--- config.mk ---
export PLATFORM = sky130hd
export DESIGN_NAME = ifetch_buffer
export DESIGN_NICKNAME = d
export VERILOG_FILES = /design/src/rtl/ifetch_buffer.sv
export SDC_FILE = /design/constraint.sdc
export NUM_CORES = 1
export LEC_CHECK = 0
export BUFFER_PORTS_ARGS = -buffer_cell sky130_fd_sc_hd__buf_4
export CAP_MARGIN = 15
export CORE_MARGIN = 1.5
export CORE_UTILIZATION = 45
export CTS_BUF_LIST = sky130_fd_sc_hd__clkbuf_4 sky130_fd_sc_hd__clkbuf_8
export CTS_CLUSTER_SIZE = 12
export DETAILED_ROUTE_END_ITERATION = 10
export PLACE_DENSITY = 0.72
export SLEW_MARGIN = 15
export SYNTH_ARGS = -nofsm -noshare
export SYNTH_HDL_FRONTEND = slang
export SYNTH_SLANG_ARGS = --single-unit
--- constraint.sdc ---
create_clock -name clk -period 3.3 [get_ports clk]
set_clock_uncertainty 0.1 [all_clocks]
set_input_delay 0.66 -clock clk [delete_from_list [all_inputs] [get_ports clk]]
set_output_delay 0.66 -clock clk [all_outputs]
set_load 0.03 [all_outputs]
--- src/rtl/ifetch_buffer.sv ---
// Instruction prefetch queue: fetches sequentially from imem into a DEPTH-entry FIFO of {pc, instr}.
// Optional macro IFB_BYPASS_EN passes the fetched word straight to the consumer when the queue is empty.
module ifetch_buffer #(
    parameter int unsigned DEPTH    = 4,
    parameter logic [31:0] RESET_PC = 32'h0000_0000
) (
    input  logic                     clk,
    input  logic                     rst,
    output logic [31:0]              imem_addr,
    input  logic [31:0]              imem_rdata,
    input  logic                     flush,
    input  logic [31:0]              flush_pc,
    output logic                     out_valid,
    input  logic                     out_ready,
    output logic [31:0]              out_pc,
    output logic [31:0]              out_instr,
    output logic [$clog2(DEPTH):0]   count
);

    localparam int unsigned PW = $clog2(DEPTH);
    localparam int unsigned CW = PW + 1;
    localparam logic [31:0] NOP = 32'h0000_0013;

    typedef struct packed {
        logic [31:0] pc;
        logic [31:0] instr;
    } entry_t;

    entry_t          mem [DEPTH];
    logic [PW-1:0]   rd_ptr;
    logic [PW-1:0]   wr_ptr;
    logic [31:0]     fetch_pc;
    logic            queue_valid;
    logic            bypass;
    logic            bypass_take;
    logic            pop_q;
    logic            push;
    logic            advance;

    assign imem_addr   = fetch_pc;
    assign queue_valid = (count != '0);

`ifdef IFB_BYPASS_EN
    assign bypass = !queue_valid && !flush;
`else
    assign bypass = 1'b0;
`endif

    // Handshake decode; a word consumed through the bypass never touches storage.
    always_comb begin
        pop_q       = queue_valid && out_ready;
        bypass_take = bypass && out_ready;
        push        = !flush && !bypass_take && ((count < CW'(DEPTH)) || pop_q);
        advance     = push || bypass_take;
    end

    // Head presentation: stored entry, bypassed fetch word, or idle NOP.
    always_comb begin
        out_valid = queue_valid || bypass;
        out_pc    = 32'h0;
        out_instr = NOP;
        if (queue_valid) begin
            out_pc    = mem[rd_ptr].pc;
            out_instr = mem[rd_ptr].instr;
        end else if (bypass) begin
            out_pc    = fetch_pc;
            out_instr = imem_rdata;
        end
    end

    always_ff @(posedge clk) begin
        if (push) begin
            mem[wr_ptr] <= '{pc: fetch_pc, instr: imem_rdata};
        end
    end

    // Pointers, occupancy and fetch address; flush overrides every other update.
    always_ff @(posedge clk or posedge rst) begin
        if (rst) begin
            rd_ptr   <= '0;
            wr_ptr   <= '0;
            count    <= '0;
            fetch_pc <= RESET_PC;
        end else if (flush) begin
            rd_ptr   <= '0;
            wr_ptr   <= '0;
            count    <= '0;
            fetch_pc <= flush_pc & ~32'h3;
        end else begin
            if (push)    wr_ptr   <= wr_ptr + PW'(1);
            if (pop_q)   rd_ptr   <= rd_ptr + PW'(1);
            if (advance) fetch_pc <= fetch_pc + 32'd4;
            count <= count + CW'(push) - CW'(pop_q);
        end
    end

endmodule
==> results of run 1 <==
[power groups by stage]
stage          Clock [mW]  Sequential (mW)  Combinational (mW)
4_1_cts              3.20             4.66                3.81
3_5_place_dp            0             4.73                3.80
3_3_place_gp            0             4.71                3.75
5_1_grt              3.38             4.70                3.99
2_1_floorplan           0             4.73                2.36
6_report             3.13             4.66                3.73
[cell type report]
cell class	count	share of cell area (%)
timing repair buffer	183	10.2
inverter	11	0.287
clock inverter	15	0.713
multi-input combinational	336	21.6
clock buffer	73	6.12
tap	330	2.87
sequential	285	58.2
[per-layer routing]
layer	share of wire [%]	vias to the layer above	global-route usage [%]
li1	-	3024	-
met1	44	3381	26.9
met2	48	228	30.8
met3	7.1	27	4.52
met4	1.0	0	4.59
met5	0	-	0
[synthesized netlist by cell type, drive strengths merged]
master / instances / share of area (%)
edfxtp: 248 / 64
mux4: 62 / 12
and2: 61 / 3.3
dfrtp: 37 / 7.9
nand2: 29 / 0.93
nand3: 27 / 1.2
clkbuf: 26 / 0.84
nor2: 18 / 0.58
nand4: 16 / 0.91
buf: 15 / 0.74
o21ai: 15 / 0.64
and3: 11 / 0.59
inv: 11 / 0.35
o31ai: 10 / 0.64
nor2b: 8 / 0.43
a31oi: 7 / 0.38
ha: 7 / 0.75
or4: 7 / 0.48
xnor2: 7 / 0.53
xor2: 6 / 0.45
nor3: 5 / 0.21
a22oi: 4 / 0.26
nor4: 4 / 0.21
o311ai: 4 / 0.30
or2: 4 / 0.21
nor3b: 3 / 0.19
o211ai: 3 / 0.19
or3: 3 / 0.16
a21oi: 2 / 0.086
and4: 2 / 0.15
a21boi: 1 / 0.064
a221oi: 1 / 0.075
conb: 1 / 0.032
fa: 1 / 0.17
mux2i: 1 / 0.086
nand2b: 1 / 0.054
nand3b: 1 / 0.064
nor4b: 1 / 0.075
[through the flow]
step	util [%]	std cells	setup WS, ns	hold slack [ns]
2_1_floorplan	-	673	0.203	0.438
3_3_place_gp	52.9	1145	0.677	0.462
3_5_place_dp	52.9	1145	0.664	0.464
4_1_cts	56.8	1233	0.0599	0.151
5_1_grt	56.8	1233	0.0238	0.178
6_report	56.8	1233	0.148	0.159
[worst max-delay path, cell delays in order, from the launching register on]
cell and delay (ns):
dfrtp_4 0.59, buf_12 0.26, mux4_2 0.53, or2_2 0.29, buf_4 0.17
[cells by family after synthesis]
kind of cell / after synthesis
other: 1
flip-flops: 285
AND/OR/NAND/NOR: 201
adder cells (fa/ha/maj): 8
AO/OA/AOI/OAI: 47
buffers and inverters: 52
multiplexers: 63
XOR/XNOR: 13
[final timing paths]
| path | to | slack [ns] | depth (start not counted) |
|---|---|---|---|
| max reg2reg | count[2] | 0.76 | 10 |
| max in group asynchronous | rd_ptr[0] | 2.55 | 3 |
| min | rd_ptr[0] | 0.16 | 3 |
| min in group clk | mem[3][29] | 0.22 | 1 |
| max | out_instr[4] | 0.15 | 4 |
| min reg2reg | wr_ptr[1] | 0.47 | 2 |
[flip-flops by register name, summed over array words and instances (netlist names)]
register   count
mem          248
count          3
wr_ptr         2
rd_ptr         2
imem_addr     30
==> flow_metrics.py, run 1 <==
metrics = {
    "global_route": {
        "grt-ovfl-total": 0,
        "grt_pass1_wl_um": 39000,
        "grt_start_max_net_pins": 44,
        "antenna_found_initial": 0,
        "grt_usage_pct": 19.3,
        "grt_pass1_vias": 6810,
    },
    "pwr": {
        "p_total_mw": 11.5,
        "power.density_nw_per_um2": 801,
        "swShare_pct": 32.5,
        "p_int_mw": 7.77,
        "pwr-share-seq_pct": 40.4,
        "leakage_nw": 5.15,
        "clockPowerShare_pct": 27.2,
        "peakVddDrop_v": 0.000525,
        "comb_power_share_pct": 32.4,
        "p_switching_mw": 3.75,
    },
    "cells_and_area": {
        "final_common_cell": "edfxtp_1",
        "layout.nets": 940,
        "area_growth_syn_to_layout_pct": 23.3,
        "final_cell_mix": "edfxtp_1, buf_4, mux4_2",
        "fill_cells": 2015,
        "multi_input_area_um2": 3110,
        "seq_area_um2": 8380,
        "fin_area_um2": 14400,
        "drive_above_1_share_pct": 38.1,
        "antennaDiodeCount": 0,
    },
    "clock_network": {
        "h-tree-depth": 2,
        "cts-root-buf": "clkbuf_8",
        "cts_tree": "yes",
        "cts_made_buffers": 47,
        "postCtsResizedCells": 0,
        "clk_pin_slew_ns": 0.06,
        "ctsHoldBuffers": 0,
        "cts_sinks": 285,
        "worstSkewPairLatency_ns": 0.54,
        "post_cts_buffers": 0,
        "cts.path.max_buffers": 3,
    },
    "critical_path": {
        "cp_max_fo": 22,
        "arrival_ns": 2.39,
        "critPathLaunch": "rd_ptr[0]",
        "critPathCaptureType": "output port",
        "criticalPathCategory": "reg -> out",
        "regToRegStartpoint": "count[2]",
        "start_kind": "flop",
        "cp_data_required_time_ns": 2.54,
    },
    "yosys": {
        "synth_area_um2": 11700,
        "synth_mux_area_share_pct": 12.1,
        "synth-compound-area-share_pct": 2.64,
        "yosys_warnings": 0,
        "ys_seq_elements": 285,
        "synthAdderAreaFrac_pct": 0.922,
        "postSynthAreaPerCell_um2": 17.4,
        "yosys.area_share.simple_pct": 9.69,
        "yosysSeqAreaShare_pct": 71.8,
        "synthCells": 670,
        "synthXorXnorAreaFrac_pct": 0.976,
        "synth.distinct_cells": 44,
        "synth_top_family_by_area": "multiplexers",
    },
    "timing": {
        "grt_setup_unrepaired": "no",
        "tns_ns": 0,
        "fmax_ghz": 0.317,
        "period_minus_slack_ns": 3.15,
        "drv_slew": 0,
        "worst_pin_slew_ns": 0.521,
        "period_share_pct": 95.5,
        "finalSetupViolCount": 0,
        "relSlewSlack_pct": 65.0,
        "final_hold_viol_count": 0,
    },
    "hold_path": {
        "worstHoldPathType": "in -> async",
    },
    "route": {
        "firstDrtPassIters": 5,
        "vias": 6660,
        "avgRoutedWirePerCell_um": 20.5,
        "post-route-drc-count": 0,
        "drtIter0Drc": 587,
        "ant_nets": 0,
        "wirelength_um": 25300,
        "viasPerCell": 5.40,
    },
    "floorplan": {
        "io_pins": 168,
        "die-area_um2": 26900,
        "start_util_pct": 46.1,
        "die_y_um": 164,
        "core_um2": 25300,
        "die_x_um": 164,
        "core.rowCount": 58,
    },
    "outcome": {
        "status": "finished, final reports clean",
    },
    "placement": {
        "place_congestion": 0.738,
        "io_buffers": 161,
        "place_hpwl_um": 15700,
        "place_area_um2": 13400,
    },
    "job": {
        "cap_violations": 0,
    },
}
Note: power is estimated with default switching activity, not from simulation.
==> run 2: changes to the inputs <==
--- a/config.mk
+++ b/config.mk
@@ -13,6 +13,7 @@
 export CTS_CLUSTER_SIZE = 12
 export DETAILED_ROUTE_END_ITERATION = 10
 export PLACE_DENSITY = 0.72
+export REMOVE_ABC_BUFFERS = 1
 export SLEW_MARGIN = 15
 export SYNTH_ARGS = -nofsm -noshare
 export SYNTH_HDL_FRONTEND = slang
==> flow_metrics.py, run 2 (synthesis gave the netlist of run 1 again) <==
metrics = {
    "cells_and_area": {
        "largest_reg_flops": 248,
        "antennaDiodeCount": 0,
        "post-route-util_pct": 56.8,
        "largest-register": "mem",
        "drive_above_1_share_pct": 37.4,
        "finalNonFillerCells": 1237,
        "final_cell_mix": "edfxtp_1, buf_4, mux4_2",
        "final_common_cell": "edfxtp_1",
        "fill_cells": 2012,
        "layout.nets": 945,
        "fin_area_um2": 14400,
        "area_growth_syn_to_layout_pct": 23.2,
        "seq_area_um2": 8380,
        "multi_input_area_um2": 3110,
    },
    "global_route": {
        "grt_start_max_net_pins": 44,
        "grt_pass1_wl_um": 38700,
        "grt-ovfl-total": 0,
        "grt_usage_pct": 19.2,
        "antenna_found_initial": 0,
        "grt_pass1_vias": 6933,
    },
    "critical_path": {
        "crit_top_cell": "buf_4",
        "critPathCaptureType": "output port",
        "criticalPathCategory": "reg -> out",
        "cpMaxStageDelayCell": "dfrtp_4",
        "reg2reg_depth": 11,
        "path_buf_inv": 2,
        "arrival_ns": 2.29,
        "start_kind": "flop",
        "critPathMaxStageDelay_ns": 0.77,
        "cp.depth": 4,
        "cp_top_family": "flip-flops",
        "cp_cell_sequence": "buf_4 > mux4_2 > and2_1 > buf_4",
        "cp_max_fo": 30,
        "cp_data_required_time_ns": 2.54,
    },
    "timing": {
        "fin_ws_ns": 0.247,
        "tns_ns": 0,
        "final_hold_viol_count": 0,
        "fmax_ghz": 0.328,
        "drv_slew": 0,
        "relSlewSlack_pct": 50.0,
        "fin_worst_hold_slack_ns": 0.151,
        "grt_setup_unrepaired": "no",
        "period_minus_slack_ns": 3.05,
        "finalSetupViolCount": 0,
        "period_share_pct": 92.5,
        "worst_pin_slew_ns": 0.750,
    },
    "placement": {
        "place_ws_ns": 0.592,
        "place_hpwl_um": 15900,
        "io_buffers": 161,
        "place_area_um2": 13400,
        "place_congestion": 0.771,
        "numPlacedInstances": 1148,
    },
    "floorplan": {
        "io_pins": 168,
        "core.rowCount": 58,
        "die_x_um": 164,
        "die-area_um2": 26900,
        "start_util_pct": 46.1,
        "core_um2": 25300,
        "die_y_um": 164,
    },
    "route": {
        "firstDrtPassIters": 5,
        "route.met3.wl_um": 1530,
        "wl_met1_um": 11200,
        "post-route-drc-count": 0,
        "highest_layer": "met4",
        "met2_length_um": 12100,
        "drtIter0Drc": 556,
        "avgRoutedWirePerCell_um": 20.5,
        "viasPerCell": 5.49,
        "ant_nets": 0,
        "wirelength_um": 25400,
        "vias": 6785,
    },
    "outcome": {
        "status": "finished, final reports clean",
    },
    "pwr": {
        "peakVddDrop_v": 0.000497,
        "p_total_mw": 11.5,
        "power.density_nw_per_um2": 799,
        "leakage_nw": 5.14,
    },
    "clock_network": {
        "cts-root-buf": "clkbuf_8",
        "cts_made_buffers": 48,
        "worstSkewPairLatency_ns": 0.55,
        "cts_sinks": 285,
        "cts_tree": "yes",
        "clk_pin_slew_ns": 0.06,
        "ctsHoldBuffers": 0,
        "cts.path.max_buffers": 3,
        "h-tree-depth": 2,
    },
    "job": {
        "cap_violations": 0,
    },
    "hold_path": {
        "worstHoldPathType": "in -> async",
    },
}
run 2: where the power goes:
| part | switching [mW] | internal [mW] |
|---|---|---|
| logic | 2.18 | 1.63 |
| clock network | 1.37 | 1.66 |
| registers | 0.250 | 4.41 |
| total | 3.79 | 7.70 |
run 2: final cells by class:
class / count / area share (%)
inverter: 11 / 0.287
clock buffer: 65 / 5.57
multi-input combinational: 336 / 21.6
tap: 330 / 2.87
timing repair buffer: 187 / 10.5
sequential: 285 / 58.3
clock inverter: 23 / 0.914
run 2: timing repair:
item / 4_1_cts / 5_1_grt
setup buffers: 1 / 0
resized for setup: 0 / 0
endpoints found under the setup margin: 1 / 0
run 2: worst paths after layout:
kind	startpoint	slack [ns]	endpoint
setup / recovery	rd_ptr[1]	0.25	out_instr[7]
setup reg to reg	count[2]	0.90	count[2]
max in group asynchronous	rst	2.17	imem_addr[13]
hold reg to reg	wr_ptr[1]	0.49	wr_ptr[1]
hold / removal	rst	0.15	imem_addr[30]
min in group clk	imem_rdata[2]	0.21	mem[0][2]
run 2: routing by layer:
metal,global-route usage [%],vias to the layer above
li1,-,3038
met1,26.6,3467
met2,31.2,238
met3,3.81,42
met4,5.41,0
met5,0,-
==> run 3: changes to the inputs <==
--- a/config.mk
+++ b/config.mk
@@ -13,6 +13,7 @@
 export CTS_CLUSTER_SIZE = 12
 export DETAILED_ROUTE_END_ITERATION = 10
 export PLACE_DENSITY = 0.72
+export RECOVER_POWER = 25
 export REMOVE_ABC_BUFFERS = 1
 export SLEW_MARGIN = 15
 export SYNTH_ARGS = -nofsm -noshare
==> flow_metrics.py, run 3 (synthesis gave the netlist of run 1 again) <==
metrics = {
    "placement": {
        "place_congestion": 0.771,
        "place_area_um2": 13400,
        "numPlacedInstances": 1148,
        "place_hpwl_um": 15900,
        "io_buffers": 161,
    },
    "global_route": {
        "use_met2_pct": 31.2,
        "grtUsageMet1_pct": 26.6,
        "busiest_layer": "met2",
        "grt_usage_pct": 19.2,
        "grt_start_max_net_pins": 44,
        "met3_usage_pct": 3.81,
        "antenna_found_initial": 0,
        "grt_pass1_wl_um": 38700,
        "grt_pass1_vias": 6933,
        "grt-ovfl-total": 0,
    },
    "cells_and_area": {
        "finalNonFillerCells": 1237,
        "antennaDiodeCount": 0,
        "fin_area_um2": 14300,
        "drive_above_1_share_pct": 33.8,
        "final_common_cell": "edfxtp_1",
        "layout.nets": 945,
        "final_cell_mix": "edfxtp_1, buf_4, mux4_2",
        "largest-register": "mem",
        "area_growth_syn_to_layout_pct": 22.2,
        "fill_cells": 2028,
        "multi_input_area_um2": 3110,
        "seq_area_um2": 8380,
        "largest_reg_flops": 248,
    },
    "floorplan": {
        "die_y_um": 164,
        "die-area_um2": 26900,
        "start_util_pct": 46.1,
        "die_x_um": 164,
        "io_pins": 168,
        "core_um2": 25300,
        "core.rowCount": 58,
    },
    "timing": {
        "grt_setup_unrepaired": "no",
        "period_minus_slack_ns": 3.05,
        "fin_worst_hold_slack_ns": 0.155,
        "finalSetupViolCount": 0,
        "fmax_ghz": 0.328,
        "drv_slew": 0,
        "final_hold_viol_count": 0,
        "worst_pin_slew_ns": 0.756,
        "relSlewSlack_pct": 49.5,
        "period_share_pct": 92.5,
    },
    "job": {
        "cap_violations": 0,
    },
    "critical_path": {
        "cp_max_fo": 30,
        "cpMaxStageDelayCell": "dfrtp_4",
        "start_kind": "flop",
        "cp_cell_sequence": "buf_4 > mux4_2 > and2_1 > buf_4",
        "path_buf_inv": 2,
        "critPathCaptureType": "output port",
        "criticalPathCategory": "reg -> out",
        "arrival_ns": 2.29,
        "cp_top_family": "flip-flops",
        "crit_top_cell": "buf_4",
        "critPathMaxStageDelay_ns": 0.77,
        "cp_data_required_time_ns": 2.54,
    },
    "clock_network": {
        "ctsHoldBuffers": 0,
        "clk_pin_slew_ns": 0.06,
        "postCtsResizedCells": 0,
        "cts-root-buf": "clkbuf_8",
        "cts.path.max_buffers": 3,
        "cts_made_buffers": 48,
        "worstSkewPairLatency_ns": 0.55,
        "h-tree-depth": 2,
        "cts_sinks": 285,
        "cts_tree": "yes",
    },
    "route": {
        "drtIter0Drc": 535,
        "avgRoutedWirePerCell_um": 20.4,
        "ant_nets": 0,
        "firstDrtPassIters": 5,
        "post-route-drc-count": 0,
        "wirelength_um": 25200,
        "viasPerCell": 5.48,
        "vias": 6782,
    },
    "hold_path": {
        "worstHoldPathType": "in -> async",
    },
    "pwr": {
        "power.density_nw_per_um2": 804,
        "leakage_nw": 5.03,
        "p_total_mw": 11.5,
        "peakVddDrop_v": 0.000497,
    },
    "outcome": {
        "status": "finished, final reports clean",
    },
}
[run 3: cell types whose count changed in the layout (fill, tap and decap cells not counted)]
cell | previous run | this run
buf_4 | 179 | 147
clkbuf_1 | 0 | 32
[run 3: worst paths after layout]
kind	to	startpoint	slack [ns]	cells after the start
max	out_instr[7]	rd_ptr[1]	0.25	4
max reg2reg	count[2]	count[2]	0.90	11
max in group asynchronous	imem_addr[13]	rst	2.16	3
min in group clk	imem_addr[10]	flush_pc[10]	0.23	3
min	imem_addr[27]	rst	0.16	2
min reg2reg	wr_ptr[1]	wr_ptr[1]	0.49	2
[run 3: per-layer routing]
metal	part of all wire, %	vias up
li1	-	3039
met1	44	3448
met2	48	252
met3	6.2	43
met4	1.9	0
met5	0	-
[run 3: layout make-up]
class / instances / share of cell area (%)
Multi-Input combinational cell: 336 / 21.8
Sequential cell: 285 / 58.8
Clock buffer: 65 / 5.62
Tap cell: 330 / 2.90
Timing Repair Buffer: 187 / 9.71
Clock inverter: 23 / 0.921
Inverter: 11 / 0.290
[run 3: stage by stage]
stage / setup slack (ns) / TNS [ns] / utilization (%)
2_1_floorplan: -0.996 / -55.83 / -
3_3_place_gp: 0.611 / 0 / 53.0
3_5_place_dp: 0.592 / 0 / 53.0
4_1_cts: 0.173 / 0 / 56.8
5_1_grt: 0.138 / 0 / 56.3
6_report: 0.249 / 0 / 56.3
[run 3: worst reg2reg max path: cells and delay by family, from the launching register on]
family                   cells  cell delay, ns
adder cells (fa/ha/maj)      3            0.80
flip-flops                   1            0.44
buffers and inverters        4            0.34
XOR/XNOR                     1            0.16
AND/OR/NAND/NOR              3            0.43
[run 3: repair_timing]
action                     in CTS  in global routing
hold endpoints to repair        0                  0
setup endpoints to repair       1                  0
buffers inserted                1                  0
[run 3: where the power goes]
group | internal [mW] | total (mW) | switching, mW | leakage, nW
Clock | 1.66 | 3.02 | 1.37 | 0.497
Sequential | 4.41 | 4.66 | 0.250 | 2.71
Combinational | 1.61 | 3.79 | 2.18 | 1.82
Total | 7.68 | 11.5 | 3.79 | 5.03
